--- config.mk ---
export PLATFORM = sky130hd
export DESIGN_NAME = constraint_sampler
export DESIGN_NICKNAME = d
export VERILOG_FILES = /design/src/rtl/constraint_sampler.sv
export SDC_FILE = /design/constraint.sdc
export NUM_CORES = 1
export LEC_CHECK = 0
export ABC_AREA = 1
export ABC_CLOCK_PERIOD_IN_PS = 2450
export CELL_PAD_IN_SITES_DETAIL_PLACEMENT = 1
export CELL_PAD_IN_SITES_GLOBAL_PLACEMENT = 1
export CORE_UTILIZATION = 36
export DETAILED_ROUTE_END_ITERATION = 10
export PLACE_DENSITY_LB_ADDON = 0.1
export SLEW_MARGIN = 10
export SYNTH_ARGS = -nofsm -noshare
export SYNTH_HDL_FRONTEND = slang
export SYNTH_SLANG_ARGS = --single-unit
--- constraint.sdc ---
create_clock -name clk -period 2.45 [get_ports clk]
set_clock_uncertainty 0.05 [all_clocks]
set_input_delay 0.245 -clock clk [delete_from_list [all_inputs] [get_ports clk]]
set_output_delay 0.245 -clock clk [all_outputs]
set_load 0.02 [all_outputs]
--- src/rtl/constraint_sampler.sv ---
// constraint_sampler: proposes LFSR-derived candidates to an external constraint
// checker and streams out the candidates for which every checker flag is high.
module constraint_sampler #(
  parameter int unsigned NUM_CONS  = 8,
  parameter logic [63:0] SEED      = 64'hACE1_2468_1357_9BDF,
  parameter int unsigned MAX_TRIES = 1024,
  parameter int unsigned CHECK_LAT = 0
) (
  input  logic                clk,
  input  logic                rst_n,
  input  logic                start,
  input  logic [15:0]         num_samples,
  output logic [12:0]         cand_var_0,
  output logic [12:0]         cand_var_1,
  output logic [13:0]         cand_var_2,
  output logic [13:0]         cand_var_3,
  output logic [7:0]          cand_var_4,
  input  logic [NUM_CONS-1:0] cons_in,
  output logic                sample_valid,
  input  logic                sample_ready,
  output logic [61:0]         sample_var,
  output logic                busy,
  output logic                done,
  output logic                fail,
  output logic [15:0]         tries_out
);

  // A zero seed would lock the LFSR, so it is replaced by 1.
  localparam logic [63:0] SEED_EFF = (SEED == '0) ? 64'h1 : SEED;
  // Galois feedback for x^64+x^63+x^61+x^60+1 in right-shift form.
  localparam logic [63:0] TAP_MASK = 64'hD800_0000_0000_0000;
  localparam int unsigned WAIT_W   = (CHECK_LAT > 0) ? $clog2(CHECK_LAT + 1) : 1;
  localparam logic [WAIT_W-1:0] WAIT_INIT = WAIT_W'(CHECK_LAT);
  localparam logic [15:0] TRY_LAST = 16'(MAX_TRIES - 1);
  localparam logic [15:0] TRY_FAIL = 16'(MAX_TRIES);

  typedef enum logic [2:0] {
    S_IDLE,
    S_PROPOSE,
    S_CHECK,
    S_EMIT,
    S_DONE,
    S_FAIL
  } state_t;

  state_t            state;
  state_t            state_next;
  logic [63:0]       lfsr;
  logic [63:0]       lfsr_step;
  logic [15:0]       cnt;
  logic [15:0]       tries;
  logic [15:0]       num_lat;
  logic [WAIT_W-1:0] wait_cnt;
  logic              accept;
  logic              last_sample;

  assign lfsr_step   = {1'b0, lfsr[63:1]} ^ (lfsr[0] ? TAP_MASK : '0);
  assign accept      = &cons_in;
  assign last_sample = (cnt == num_lat - 16'd1);

  assign busy = (state != S_IDLE);
  assign done = (state == S_DONE);
  assign fail = (state == S_FAIL);

  // State register.
  always_ff @(posedge clk or negedge rst_n) begin
    if (!rst_n) begin
      state <= S_IDLE;
    end else begin
      state <= state_next;
    end
  end

  // Next-state decode.
  always_comb begin
    state_next = state;
    case (state)
      S_IDLE: begin
        if (start) begin
          state_next = (num_samples == '0) ? S_DONE : S_PROPOSE;
        end
      end
      S_PROPOSE: state_next = S_CHECK;
      S_CHECK: begin
        if (wait_cnt == '0) begin
          if (accept) begin
            state_next = S_EMIT;
          end else if (tries == TRY_LAST) begin
            state_next = S_FAIL;
          end else begin
            state_next = S_PROPOSE;
          end
        end
      end
      S_EMIT: begin
        if (sample_ready) begin
          state_next = last_sample ? S_DONE : S_PROPOSE;
        end
      end
      S_DONE:  state_next = S_IDLE;
      S_FAIL:  state_next = S_IDLE;
      default: state_next = S_IDLE;
    endcase
  end

  // Datapath: LFSR, candidate registers, counters and the output sample.
  always_ff @(posedge clk or negedge rst_n) begin
    if (!rst_n) begin
      lfsr         <= SEED_EFF;
      cand_var_0   <= '0;
      cand_var_1   <= '0;
      cand_var_2   <= '0;
      cand_var_3   <= '0;
      cand_var_4   <= '0;
      sample_valid <= 1'b0;
      sample_var   <= '0;
      tries_out    <= '0;
      cnt          <= '0;
      tries        <= '0;
      num_lat      <= '0;
      wait_cnt     <= '0;
    end else begin
      case (state)
        S_IDLE: begin
          if (start) begin
            num_lat <= num_samples;
            cnt     <= '0;
            tries   <= '0;
          end
        end
        S_PROPOSE: begin
          cand_var_0 <= lfsr[12:0];
          cand_var_1 <= lfsr[25:13];
          cand_var_2 <= lfsr[39:26];
          cand_var_3 <= lfsr[53:40];
          cand_var_4 <= lfsr[61:54];
          lfsr       <= lfsr_step;
          wait_cnt   <= WAIT_INIT;
        end
        S_CHECK: begin
          if (wait_cnt != '0) begin
            wait_cnt <= wait_cnt - WAIT_W'(1);
          end else if (accept) begin
            sample_var   <= {cand_var_4, cand_var_3, cand_var_2, cand_var_1, cand_var_0};
            sample_valid <= 1'b1;
            tries_out    <= tries + 16'd1;
          end else if (tries == TRY_LAST) begin
            tries_out <= TRY_FAIL;
          end else begin
            tries <= tries + 16'd1;
          end
        end
        S_EMIT: begin
          if (sample_ready) begin
            sample_valid <= 1'b0;
            tries        <= '0;
            if (!last_sample) begin
              cnt <= cnt + 16'd1;
            end
          end
        end
        default: ;
      endcase
    end
  end

endmodule
# After elaboration in Yosys (flattened, before gate mapping)
# Index checks and enable logic that the tools add are counted.
# op_classes
n_eq_ne	14
bitwise_logic	2
add_sub_neg	4
mux	26
n_reduce_logical	16
# ops
op	count
$mux W16	9
$mux W64	1
$xor A63 B64 Y64	1
$pmux W16 S3	1
$add A16 B1 Y16 const B	2
$pmux W16 S2	1
$mux W3	7
$eq A16 B10 Y1 const B	1
$eq A16 B16 Y1	1
$logic_not A16 Y1	1
$sub A16 B1 Y16 const B	1
$ne A2 B2 Y1 const B	7
$pmux W3 S4	1
$reduce_and A10 Y1	1
$reduce_and A4 Y1	2
$reduce_and A8 Y1	1
$reduce_bool A2 Y1	4
$eq A3 B2 Y1 const B	2
$eq A3 B3 Y1 const B	2
$reduce_and A3 Y1	2
$reduce_and A6 Y1	1
$reduce_bool A3 Y1	2
$mux W1	4
$pmux W1 S2	2
5 further kinds	5
# word_totals
inputBits	28
ff_bits	257
word_cells	76

# Longest topological paths before layout
# depth
ltp_word	5
depth_mapped	16

# Least setup slack after synthesis
# Ideal clock, no wire load.
# synth_timing
kind	register to register
from	register num_lat[0]
to	register cnt[14]
path_stages_with_launch	15
setup_slack_ns	0.450
arrival_ns	1.833
path_cell_list	dfrtp_1 inv_2 ha_1 nand3_4 nor2_4 nand2_1 nand2_1 nand2_1 nor2_2 nand2_2 nor2_4 nand3_4 buf_4 nand4_1 nand2_1
# synth_via
elab_chain_cells	4
# synth_lines
element	line_no	source
start: declaration	52	logic [15:0] num_lat;
start signal: assignment	126	num_lat <= num_samples;
$sub A16 B1 Y16	59	assign last_sample = (cnt == num_lat - 16'd1);
$eq A16 B16 Y1	59	
$ne A2 B2 Y1 (no source line)	-	
$reduce_and A4 Y1 (no source line)	-	
end signal: assignment	158	cnt <= cnt + 16'd1;
end: declaration	50	logic [15:0] cnt;
# Every way passes these cells.
# A chain may end at the register's enable or synchronous reset.

# Worst setup path in the final report
# layout_timing
from	register state[2]
to	output port done
# layout_via
elab_chain_cells	1
# layout_lines
element	line_no	source
start: declaration	46	state_t state;
start signal: assignment	70	state <= state_next;
$eq A3 B3 Y1	62	assign done = (state == S_DONE);
end: declaration	23	output logic done,
# Every way passes these cells.

==> results.rst <==
.. list-table::
   :header-rows: 1

   * - Metric
     - Value
   * - Delay of the slowest cell on the worst path
     - 650 ps
   * - Switch Pwr
     - around 3.4 mW
   * - Worst-path cell with the longest stage delay
     - sky130_fd_sc_hd__clkdlybuf4s50_1
   * - Library cell occupying the most area in the post-synthesis netlist
     - sky130_fd_sc_hd__dfrtp_1
   * - Transition time of the tightest slew-check pin
     - ~600 ps
   * - Count of warnings emitted by yosys
     - 0
   * - Run status
     - completed
   * - Average size of a mapped cell
     - just under 9 µm²
   * - Register-to-Register Path Depth
     - 14
   * - Required time at the endpoint of the critical path
     - 2150 ps
   * - Die height
     - ~170 µm
   * - Number of setup violations in the final report
     - 0
   * - Synthesized area
     - approximately 0.010 mm²
   * - WL per Instance
     - 16.0 µm
   * - Sw frac
     - 0.304
   * - Post-synthesis sequential element count
     - about 230
   * - Startpoint type of the worst setup path
     - flip-flop
   * - Start-to-end type of the worst setup path
     - reg2out
   * - I/O Buffers
     - 171
   * - Number of buffers created by CTS
     - 27
   * - Power per cell area
     - roughly 850 mW/mm²
   * - Clock network fraction of total power
     - 0.431
   * - Setup_tns
     - 0 ps
   * - Iteration-0 DRC Markers
     - around 320
   * - Max_cap viols
     - 0
   * - Top area cells in the synthesized netlist
     - sky130_fd_sc_hd__dfrtp_1 48%, sky130_fd_sc_hd__nand2_1 12%, sky130_fd_sc_hd__dfstp_2 8.5%
   * - Crit share post-route
     - 0.936
   * - Routability cong.
     - around 0.8
   * - Upper clock frequency limit
     - approximately 0.44 GHz
   * - Logic pwr share
     - 0.201
   * - Clk_lat worst skew
     - approximately 550 ps
   * - Antenna cells
     - 0
   * - Pint
     - ~7.9 mW
   * - Number of flops mapped to enable cells by yosys
     - 0
   * - Number of endpoints with negative hold slack in the final report
     - 0
   * - CTS Buffer Depth
     - 3
   * - Core area
     - between 0.02 and 0.03 mm²
   * - Overall die area
     - between 0.02 and 0.03 mm²
   * - Remaining global-route overflow
     - 0
   * - Initial antenna violation count
     - 0
   * - Rows
     - 61
   * - First-pass GRT wire length
     - around 45,000 µm
   * - Cells traversed along the worst timing path
     - inv_2 -> nor3_2 -> clkdlybuf4s50_1
   * - Setup repair after global routing missed its margin
     - no
   * - Maximum vdd drop
     - a little under 0.6 mV
   * - I/O pin total
     - about 170
   * - Final HPWL from detailed placement
     - 18,300 µm
   * - Fraction of final layout cells with drive strength greater than 1
     - 0.121
   * - Crit path time final
     - roughly 2300 ps
   * - H-Tree Level Count
     - 1
   * - Crit-path max FO
     - 7
   * - Synth top area share
     - 0.477
   * - Post-Route WL
     - approximately 27,000 µm
   * - Endpoint type of the worst setup path
     - output port
   * - Die Span X
     - 170 µm
   * - Rel. slew slack
     - 0.610
   * - Leading cell types by count after synthesis
     - 316 x sky130_fd_sc_hd__nand2_1, 194 x sky130_fd_sc_hd__dfrtp_1, 154 x sky130_fd_sc_hd__o21ai_0
   * - Area Growth Syn to Fin
     - 30.6%
   * - Post-synth top flop
     - sky130_fd_sc_hd__dfrtp_1
   * - Sequential share of the synthesized area
     - 0.563
   * - DRT Pass-1 Iters
     - 4
   * - Final number of max-transition violations
     - 0
   * - Register share of total power
     - 0.368
   * - Final ANT Viol Nets
     - 0
   * - Total routing usage reported by global routing
     - 0.194
   * - Maximum number of pins on one net before global-route repair
     - around 140
   * - Via count
     - 8,037
   * - Cell with the most instances after synthesis
     - sky130_fd_sc_hd__nand2_1
   * - Setup slack, reg-to-reg
     - between 300 and 400 ps
   * - Residual DRC
     - 0
   * - Leakage
     - about 5.8 nW
   * - Synth async-reset ratio
     - 1.00
   * - Clock root buffer master
     - sky130_fd_sc_hd__clkbuf_16
   * - Number of clock sinks
     - between 200 and 250
   * - Worst EP arrival
     - approximately 2000 ps
   * - Post-synthesis net count
     - 1,171
   * - Instance count of the mapped netlist
     - between 1k and 1.5k
   * - Drt via density
     - ~4.8
   * - Clk pin slew, worst setup/hold paths
     - ~60 ps
   * - Post-layout total power
     - approximately 11 mW
   * - CTS tree
     - built
   * - Via count of the first global-routing pass
     - about 8.5k
   * - Effective utilization at floorplan
     - 0.366
   * - Library cells used by synthesis
     - between 40 and 50
   * - Worst hold path class
     - in2async
   * - Number of nets in the finished design
     - about 1.3k
   * - Hold_ws
     - about 200 ps
-- worst max-delay path: cells and delay by family, from the launching register on --
| family | cells | cell delay, ps |
|---|---|---|
| buffers and inverters | 2 | 770 |
| flip-flops | 1 | 460 |
| AND/OR/NAND/NOR | 1 | 220 |
-- cell families (layout without fill, tap and decap cells) --
group / count (synthesis) / after routing / share of synthesized area
muxes: 8 / 8 / 0.00886
xor gates and xnor gates: 34 / 34 / 0.0293
AOI/OAI and AO/OA: 182 / 182 / 0.0941
DFF: 227 / 227 / 0.563
buffers and inverters: 196 / 366 / 0.0870
adders and majority gates: 3 / 3 / 0.00369
and+or+nand+nor: 490 / 490 / 0.215
-- through the flow --
stage	worst slack (ps)	std cells	instance area [µm²]	util
3_3_place_gp	306	1637	12200	0.438
2_1_floorplan	450	1140	10200	-
4_1_cts	123	1688	13300	0.478
3_5_place_dp	257	1637	12200	0.438
6_report	158	1688	13300	0.478
5_1_grt	45.0	1688	13300	0.478
-- area by class of cell --
| type | count | area [µm²] |
|---|---|---|
| timing repair buffer | 193 | 1950 |
| sequential | 227 | 5720 |
| fill | 3200 | 14500 |
| inverter | 123 | 465 |
| clock inverter | 17 | 359 |
| tap | 378 | 473 |
| clock buffer | 33 | 738 |
| multi-input combinational | 717 | 3580 |
-- per-layer routing --
metal	vias to the layer above	share of wire	global-route usage
li1	3906	-	-
met1	3945	0.45	0.251
met2	144	0.46	0.316
met3	42	0.064	0.0551
met4	0	0.023	0.0494
met5	-	0	0
-- flip-flops by register name, indices dropped and copies added (netlist names) --
signal	cells
cand_var_3	13
num_lat	16
lfsr	36
cand_var_2	14
cand_var_4	8
state	3
cnt	16
sample_var	62
tries_out	16
tries	16
cand_var_1	13
cand_var_0	13
sample_valid	1
-- placed cells by master, fill, tap and decap left out, drive strengths merged, types with 3 or more instances in the layout --
| cell type | instances |
|---|---|
| a21oi | 7 |
| mux2 | 8 |
| bufinv | 10 |
| xnor2 | 10 |
| nor4 | 6 |
| xor2 | 24 |
| nor2 | 70 |
| dfrtp | 194 |
| nand3b | 6 |
| inv | 123 |
| or2 | 4 |
| nand4 | 26 |
| clkinv | 5 |
| nand2 | 330 |
| nor3 | 12 |
| nand3 | 32 |
| dfstp | 33 |
| ha | 3 |
| o22ai | 8 |
| o21ai | 157 |
| clkbuf | 33 |
| buf | 22 |
| a22o | 4 |
| clkdlybuf4s50 | 169 |
-- power groups by stage --
| stage | Combinational [mW] | Clock, mW | Sequential, mW |
|---|---|---|---|
| after floorplan | 1.60 | 0 | 4.16 |
| after global placement | 2.26 | 0 | 4.22 |
| after detailed placement | 2.29 | 0 | 4.22 |
| after CTS | 2.31 | 5.00 | 4.16 |
| after global routing | 2.55 | 5.12 | 4.19 |
| final | 2.27 | 4.87 | 4.16 |
-- worst paths after layout --
check                          startpoint          end
setup / recovery                 state[2]         done
hold / removal                      rst_n  num_lat[12]
setup reg to reg               num_lat[1]       cnt[6]
hold reg to reg                  lfsr[60]     lfsr[59]
max in group asynchronous           rst_n     lfsr[35]
min in group clk           num_samples[4]   num_lat[4]
-- what timing repair did --
item / 4_1_cts / 5_1_grt
setup endpoints to repair: 2 / 0
hold buffers: 1 / 0
resized for setup: 2 / 0
buffers inserted: 0 / 0
hold endpoints to repair: 58 / 0
No activity file was read; power rests on OpenSTA's default activity.
